<file path="src/rtl/counter_pkg.sv">
// Shared types for the modulo counter family: counting-mode encoding and
// the mapping of the reserved encoding onto plain wrap behaviour.
package counter_pkg;

  localparam logic [1:0] MODE_WRAP_ENC    = 2'd0;
  localparam logic [1:0] MODE_SAT_ENC     = 2'd1;
  localparam logic [1:0] MODE_ONESHOT_ENC = 2'd2;
  localparam logic [1:0] MODE_RSVD_ENC    = 2'd3;

  typedef enum logic [1:0] {
    MODE_WRAP    = MODE_WRAP_ENC,
    MODE_SAT     = MODE_SAT_ENC,
    MODE_ONESHOT = MODE_ONESHOT_ENC,
    MODE_RSVD    = MODE_RSVD_ENC
  } mode_t;

  // The reserved encoding is treated exactly like WRAP everywhere.
  function automatic mode_t eff_mode(input mode_t m);
    return (m == MODE_RSVD) ? MODE_WRAP : m;
  endfunction

endpackage

</file>
<file path="src/rtl/mod_counter_prescaler.sv">
// Enable prescaler: counts enabled cycles 0..PRESCALE-1 and flags the last
// one, so the counter steps once every PRESCALE enabled cycles. The count
// is held while en is low and restarts from 0 on clr.
module mod_counter_prescaler #(
  parameter int PRESCALE = 2
) (
  input  logic clk,
  input  logic rst_n,
  input  logic clr,
  input  logic en,
  output logic tick
);

  localparam int CW = (PRESCALE > 1) ? $clog2(PRESCALE) : 1;
  localparam logic [CW-1:0] LAST = CW'(PRESCALE - 1);

  logic [CW-1:0] cnt_q;
  logic [CW-1:0] cnt_d;

  assign tick = (cnt_q == LAST);

  // Next prescaler count: clear wins, otherwise advance on enabled cycles.
  always_comb begin
    cnt_d = cnt_q;
    if (clr) begin
      cnt_d = '0;
    end else if (en) begin
      cnt_d = tick ? '0 : cnt_q + CW'(1);
    end
  end

  // Prescaler count register.
  always_ff @(posedge clk or negedge rst_n) begin
    if (!rst_n) begin
      cnt_q <= '0;
    end else begin
      cnt_q <= cnt_d;
    end
  end

endmodule

</file>
<file path="src/rtl/mod_counter.sv">
// Parametrised up/down modulo counter with wrap, saturate and one-shot
// modes, synchronous clear/load and an optional enable prescaler.
// The one-shot IDLE/RUN state is held directly in the busy flop.
module mod_counter
  import counter_pkg::*;
#(
  parameter int WIDTH     = 8,
  parameter int MAX_COUNT = 128,
  parameter int PRESCALE  = 1
) (
  input  logic             clk,
  input  logic             rst_n,
  input  logic             clr,
  input  logic             en,
  input  logic             up,
  input  mode_t            mode,
  input  logic             load,
  input  logic [WIDTH-1:0] load_val,
  input  logic             start,
  output logic [WIDTH-1:0] q,
  output logic             tc,
  output logic             sat,
  output logic             busy
);

  // Reject illegal parameter combinations at elaboration.
  if ((MAX_COUNT < 1) ||
      (longint'(MAX_COUNT) > ((longint'(1) << WIDTH) - 1))) begin : g_bad_max
    $error("mod_counter: MAX_COUNT must lie in 1 .. 2**WIDTH-1");
  end
  if (PRESCALE < 1) begin : g_bad_prescale
    $error("mod_counter: PRESCALE must be at least 1");
  end

  localparam logic [WIDTH-1:0] MAX_Q = WIDTH'(MAX_COUNT);

  logic [WIDTH-1:0] q_q, q_d;
  logic             tc_q, tc_d;
  logic             busy_q, busy_d;

  mode_t            mode_e;
  logic [WIDTH-1:0] term;
  logic [WIDTH-1:0] restart;
  logic [WIDTH-1:0] q_move;
  logic             at_term;
  logic             tick;
  logic             start_ok;
  logic             step;

  // Load values above the terminal value are pulled down to it so q can
  // never leave the 0..MAX_COUNT range.
  function automatic logic [WIDTH-1:0] clamp_max(input logic [WIDTH-1:0] v);
    return (v > MAX_Q) ? MAX_Q : v;
  endfunction

  assign mode_e   = eff_mode(mode);
  assign term     = up ? MAX_Q : '0;
  assign restart  = up ? '0 : MAX_Q;
  assign at_term  = (q_q == term);
  assign q_move   = up ? (q_q + WIDTH'(1)) : (q_q - WIDTH'(1));
  assign start_ok = start && (mode_e == MODE_ONESHOT) && !busy_q;
  assign step     = en && tick && ((mode_e != MODE_ONESHOT) || busy_q);

  // The prescaler restarts whenever the count is re-seeded (clr, load or
  // an accepted start) so a fresh run always gets a full first interval.
  if (PRESCALE > 1) begin : g_prescale
    mod_counter_prescaler #(
      .PRESCALE (PRESCALE)
    ) u_prescaler (
      .clk   (clk),
      .rst_n (rst_n),
      .clr   (clr | load | start_ok),
      .en    (en),
      .tick  (tick)
    );
  end else begin : g_no_prescale
    assign tick = 1'b1;
  end

  // Next count, terminal pulse and run state, in priority order
  // clr > load > start > step.
  always_comb begin
    q_d    = q_q;
    tc_d   = 1'b0;
    busy_d = (mode_e == MODE_ONESHOT) ? busy_q : 1'b0;
    if (clr) begin
      q_d    = '0;
      busy_d = 1'b0;
    end else if (load) begin
      q_d = clamp_max(load_val);
    end else if (start_ok) begin
      q_d    = restart;
      busy_d = 1'b1;
    end else if (step) begin
      case (mode_e)
        MODE_SAT: begin
          if (!at_term) begin
            q_d = q_move;
          end
        end
        MODE_ONESHOT: begin
          // A run already sitting on the terminal (after a direction
          // change or a load) simply ends there.
          if (at_term) begin
            busy_d = 1'b0;
            tc_d   = 1'b1;
          end else begin
            q_d = q_move;
            if (q_move == term) begin
              busy_d = 1'b0;
              tc_d   = 1'b1;
            end
          end
        end
        default: begin
          if (at_term) begin
            q_d  = restart;
            tc_d = 1'b1;
          end else begin
            q_d = q_move;
          end
        end
      endcase
    end
  end

  // Count, terminal-pulse and run-state registers.
  always_ff @(posedge clk or negedge rst_n) begin
    if (!rst_n) begin
      q_q    <= '0;
      tc_q   <= 1'b0;
      busy_q <= 1'b0;
    end else begin
      q_q    <= q_d;
      tc_q   <= tc_d;
      busy_q <= busy_d;
    end
  end

  assign q    = q_q;
  assign tc   = tc_q;
  assign busy = busy_q;
  assign sat  = (mode_e == MODE_SAT) && at_term;

  // The count stays inside 0..MAX_COUNT.
  a_q_range : assert property (@(posedge clk) disable iff (!rst_n)
    q_q <= MAX_Q);

  // A terminal pulse lasts one cycle; two back-to-back pulses can only be
  // two separate events caused by a direction or mode change in between.
  a_tc_pulse : assert property (@(posedge clk) disable iff (!rst_n)
    tc_q |=> (!tc_q || ($past(up) != $past(up, 2)) ||
              ($past(mode) != $past(mode, 2))));

  // A run ends only with its terminal pulse, a clear or leaving ONESHOT.
  a_busy_fall : assert property (@(posedge clk) disable iff (!rst_n)
    $fell(busy_q) |-> (tc_q || $past(clr) || ($past(mode_e) != MODE_ONESHOT)));

  c_wrap_up : cover property (@(posedge clk) disable iff (!rst_n)
    !clr && !load && step && (mode_e == MODE_WRAP) && at_term && up);

  c_wrap_down : cover property (@(posedge clk) disable iff (!rst_n)
    !clr && !load && step && (mode_e == MODE_WRAP) && at_term && !up);

endmodule

</file>
<file path="config.mk">
export PLATFORM = sky130hd
export DESIGN_NAME = mod_counter
export DESIGN_NICKNAME = d
export VERILOG_FILES = /design/src/rtl/counter_pkg.sv /design/src/rtl/mod_counter_prescaler.sv /design/src/rtl/mod_counter.sv
export SDC_FILE = /design/constraint.sdc
export NUM_CORES = 1
export LEC_CHECK = 0
export CAP_MARGIN = 30
export CELL_PAD_IN_SITES_DETAIL_PLACEMENT = 1
export CELL_PAD_IN_SITES_GLOBAL_PLACEMENT = 1
export CORE_ASPECT_RATIO = 1.1
export CORE_UTILIZATION = 37
export DETAILED_ROUTE_END_ITERATION = 8
export GPL_TIMING_DRIVEN = 0
export PLACE_DENSITY_LB_ADDON = 0.1
export SETUP_SLACK_MARGIN = 0.1
export SLEW_MARGIN = 20
export SYNTH_ARGS = -nofsm -noshare
export SYNTH_HDL_FRONTEND = slang
export SYNTH_SLANG_ARGS = --single-unit
export TNS_END_PERCENT = 10
</file>
<file path="constraint.sdc">
create_clock -name clk -period 3.3 [get_ports clk]
set_clock_uncertainty 0.1 [all_clocks]
set_input_delay 0.825 -clock clk [delete_from_list [all_inputs] [get_ports clk]]
set_output_delay 0.825 -clock clk [all_outputs]
set_load 0.03 [all_outputs]
</file>
After elaboration in Yosys (flattened, before gate mapping) --
Cells that the tools add are included.
Word-level totals: register bits 10, output and inout bits 11
Operators by class: $add $sub $neg 2, magnitude comparators 1, equal/unequal tests 7, multiplexer cells 28, reductions and logical operators 9
Operators with widths (count):
- $mux 8 | 11
- $eq 8x8->1 | 2
- $mux 1 | 15
- $add 8x1->8 const B | 1
- $gt 8x8->1 const B | 1
- $sub 8x1->8 const B | 1
- $ne 5x4->1 const B | 1
- $eq 2x2->1 const B | 2
- $logic_and 1x1->1 | 4
- $reduce_bool 4->1 | 1
- $eq 2x1->1 const B | 1
- $mux 2 | 1
- $ne 2x2->1 const B | 1
- $pmux 1 s2 | 1
- $reduce_and 2->1 | 1
- $reduce_or 2->1 | 1
- $logic_not 1->1 | 1
- $logic_or 1x1->1 | 1

Logic depth before layout (Yosys ltp) --
depth after elaboration 11, depth in mapped cells 8, depth with buffers taken out 8

Least setup slack after synthesis --
Ideal clock, no wire load.
path kind input to register, from input port up, to register tc_q (netlist: tc), setup time 0.110 ns, arrival time 2.354 ns, required time 3.090 ns, path slack 0.736 ns, stages on the path 7, path buffers 0, cell sequence fa_1 -> nand2b_1 -> a21oi_1 -> a2111oi_0 -> nor3_1 -> nand4b_1 -> o41ai_1
On the way: word-level cells in the longest chain between the ends 9
RTL lines:
- start: declaration | line mod_counter.sv:15 | input logic up,
- $mux 8, on equally long branches | line mod_counter.sv:60, mod_counter.sv:57
- $eq 8x8->1 | line mod_counter.sv:109 | if (q_move == term) begin
- $mux 1 | line mod_counter.sv:109
- $mux 1 | line mod_counter.sv:104 | if (at_term) begin
- $pmux 1 s2 (*) | line mod_counter.sv:95 | case (mode_e)
- $mux 1 (*) | line mod_counter.sv:94 | end else if (step) begin
- $mux 1 (*) | line mod_counter.sv:91 | end else if (start_ok) begin
- $mux 1 (*) | line mod_counter.sv:89 | end else if (load) begin
- $mux 1 (*) | line mod_counter.sv:86 | if (clr) begin
- via tc_d | line mod_counter.sv:38 | logic tc_q, tc_d;
- end signal: assignment | line mod_counter.sv:135 | tc_q <= tc_d;
- end: declaration | line mod_counter.sv:38
The timed path passes the listed nets; every way through them passes the cells marked *. A chain may end at the register's enable or synchronous reset.

Worst setup path in the final report --
from input port mode[1], to output port sat
On the way: word-level cells in the longest chain between the ends 4
RTL lines:
- start: declaration | line mod_counter.sv:16 | input mode_t mode,
- $eq 2x2->1 | line counter_pkg.sv:19 | return (m == MODE_RSVD) ? MODE_WRAP : m;
- $mux 2 (*) | line counter_pkg.sv:19
- $eq 2x1->1 (*) | line mod_counter.sv:143 | assign sat = (mode_e == MODE_SAT) && at_term;
- $logic_and 1x1->1 (*) | line mod_counter.sv:143
- end: declaration | line mod_counter.sv:22 | output logic sat,
Every way passes the cells marked *; elsewhere a longest branch is shown, timed or not.

==> flow_metrics.tcl <==
set metrics [dict create \
    ys_seq_area_share_pct 25.19 \
    drt_iter0_drc 11 \
    final_area_um2 1344 \
    h-tree-depth 1 \
    synth_cell_types 35 \
    vias 973 \
    avgRoutedWirePerCell_um 14.99 \
    die_x_um 51.41 \
    cts.hold.buffers_added 0 \
    cp.arrival_ns 1.95 \
    cts_buffers 3 \
    drtAntennaViolNets 0 \
    routed_wl_um 2669 \
    drv_cap 0 \
    hold_ws_ns 0.4952 \
    hold_path.class "reg2reg" \
    peakVddDrop_mv 0.2554 \
    power.density_nw_per_um2 399.9 \
    worst_slew_pin_slew_ns 0.5168 \
    root_buffer "clkbuf_4" \
    slew_headroom_pct 65.29 \
    grt_use_total_pct 20.65 \
    worstSetupStartpointType "input port" \
    clk_path_buf_depth 2 \
    grt_max_degree 11 \
    power_leakage_uw 0.0005809 \
    drive_above_1_share_pct 12.24 \
    worstPathMaxFanout 2 \
    start_util_pct 39.42 \
    drc 0 \
    crit_path_end_kind "output pin" \
    grt_pass1_wl_um 4567 \
    setup_viol 0 \
    power_uw 537.4 \
    crit_type "in2out" \
    cts_tree "built" \
    dpl_worst_slack_ns -0.3810 \
    antenna_cells 0 \
    status "completed" \
    report.final.slew_viol_count 0 \
    hold_viol_final 0 \
    dpl_cell_area_um2 1292 \
    die_area_um2 2896 \
    worst_slack_ns 0.4296 \
    port_buffers 26 \
    ff2ff_setup_slack_ns 0.72 \
    fp-row-count 19 \
    final_common_cell "clkdlybuf4s50_1" \
    mostFrequentLayoutCells "clkdlybuf4s50_1, inv_1" \
    required_ns 2.37 \
    coreArea_um2 2520 \
    clock-sinks 10 \
    firstDrtPassIters 4 \
    synth_nets 143 \
    hpwlAfterDp_um 2282 \
    die_h_um 56.35 \
    syn_inst 116 \
    antenna_found_initial 0 \
    first_global_vias 976 \
    fmax_mhz 348.4 \
    io_pins 28 \
    rsz0062_at_grt "false" \
    grt-ovfl-total 0 \
    synth-seq-cells 10 \
    avgViaCountPerCell 5.466 \
    clk_pin_slew_worst_paths_ns 0.07 \
    nNetsFinal 175 \
    yosysWarnings 0 \
    gp_congestion 0.7870 \
    post-route-period-util_pct 86.98 \
    area_growth_pct 35.26 \
    fillCellCount 315 \
    clk_latency_ns 0.26 \
    syn_area_um2 993.5 \
    avgSynthCellArea_um2 8.564 \
    min_period_ns 2.870 \
]
[report_power, final]
group / leakage (uW) / internal, uW / total [uW] / switching [uW]
combinational: 0.000426 / 127 / 271 / 145
clock: 0.0000210 / 67.0 / 110 / 42.7
sequential: 0.000134 / 135 / 157 / 21.5
[Yosys cell counts (all sizes together)]
library cell	n	share of area, %
fa	1	2.0
and4	1	0.88
nor3b	1	0.76
xnor2	3	2.6
o31a	1	0.88
o21a	1	0.76
o41ai	2	1.8
a22o	10	8.8
a2111oi	2	1.8
a211oi	3	2.8
xor2	3	2.6
o21bai	1	0.76
a211o	1	1.0
nor4	3	3.4
nand2	10	3.8
nand3b	1	0.76
ha	9	11
and3	1	0.63
a2111o	1	1.1
inv	11	4.2
nand4b	1	0.88
dfrtp	10	25
nand2b	2	1.3
buf	2	2.3
a21oi	9	5.3
o21ai	8	4.0
nor3	4	2.0
nor2	11	4.4
nor2b	1	0.63
and2	1	0.76
a31oi	1	0.63
[final timing paths]
path | from | to | cells past startpoint
setup / recovery | mode[1] | sat | 5
hold / removal | q[4]$_DFFE_PN0P_ | q[4]$_DFFE_PN0P_ | 1
setup reg to reg | q[0]$_DFFE_PN0P_ | tc$_DFF_PN0_ | 8
hold reg to reg | q[4]$_DFFE_PN0P_ | q[4]$_DFFE_PN0P_ | 1
max in group asynchronous | rst_n | q[2]$_DFFE_PN0P_ | 1
min in group asynchronous | rst_n | tc$_DFF_PN0_ | 1
[sequential cells by signal (all words and copies together), names as in the netlist]
| register | count |
|---|---|
| q | 8 |
| busy | 1 |
| tc | 1 |
[stage by stage]
| step | utilization [%] | setup TNS, ns | std cells |
|---|---|---|---|
| 2_1_floorplan | - | 0 | 116 |
| 3_3_place_gp | 51.29 | -1.197 | 173 |
| 3_5_place_dp | 51.29 | -1.246 | 173 |
| 4_1_cts | 53.18 | 0 | 177 |
| 5_1_grt | 53.33 | 0 | 178 |
| 6_report | 53.33 | 0 | 178 |
[cell families (layout without fill, tap and decap cells)]
family	count (synthesis)	after routing	share of synthesized area [%]
AOI/OAI and AO/OA	40	40	29.60
xor gates and xnor gates	6	6	5.291
adders and majority gates	10	10	13.35
buffers and inverters	13	44	6.423
DFF	10	10	25.19
and+or+nand+nor	37	37	20.15
[cell type report]
type	instances	area (um^2)	share of cell area (%)
buffer	2	22.52	1.676
clock buffer	4	36.28	2.700
inverter	11	41.29	3.073
multi-input combinational	93	690.7	51.40
sequential	10	250.2	18.62
tap	31	38.79	2.886
timing repair buffer	27	264.0	19.65
[critical path: stages]
cell and delay, ns:
clkdlybuf4s50_1 0.48, inv_1 0.05, ha_1 0.16, and2_2 0.16, clkdlybuf4s15_2 0.27
[layer usage]
| layer | routed length, um | vias to the layer above | track usage (%) | part of all wire, % |
|---|---|---|---|---|
| met2 | 1340 | 13 | 35.62 | 50 |
| met4 | 28 | 0 | 8.108 | 1.0 |
| met5 | 0 | - | 0 | 0 |
| met3 | 45 | 4 | 0.8130 | 1.7 |
| met1 | 1254 | 463 | 26.46 | 47 |
| li1 | - | 493 | - | - |
[timing repair]
action | 4_1_cts | 5_1_grt
gates resized for setup | 6 | 3
endpoints found under the setup margin | 3 | 1
pin swaps | 0 | 1
setup buffers | 0 | 1
Note: power is estimated with default switching activity, not from simulation.
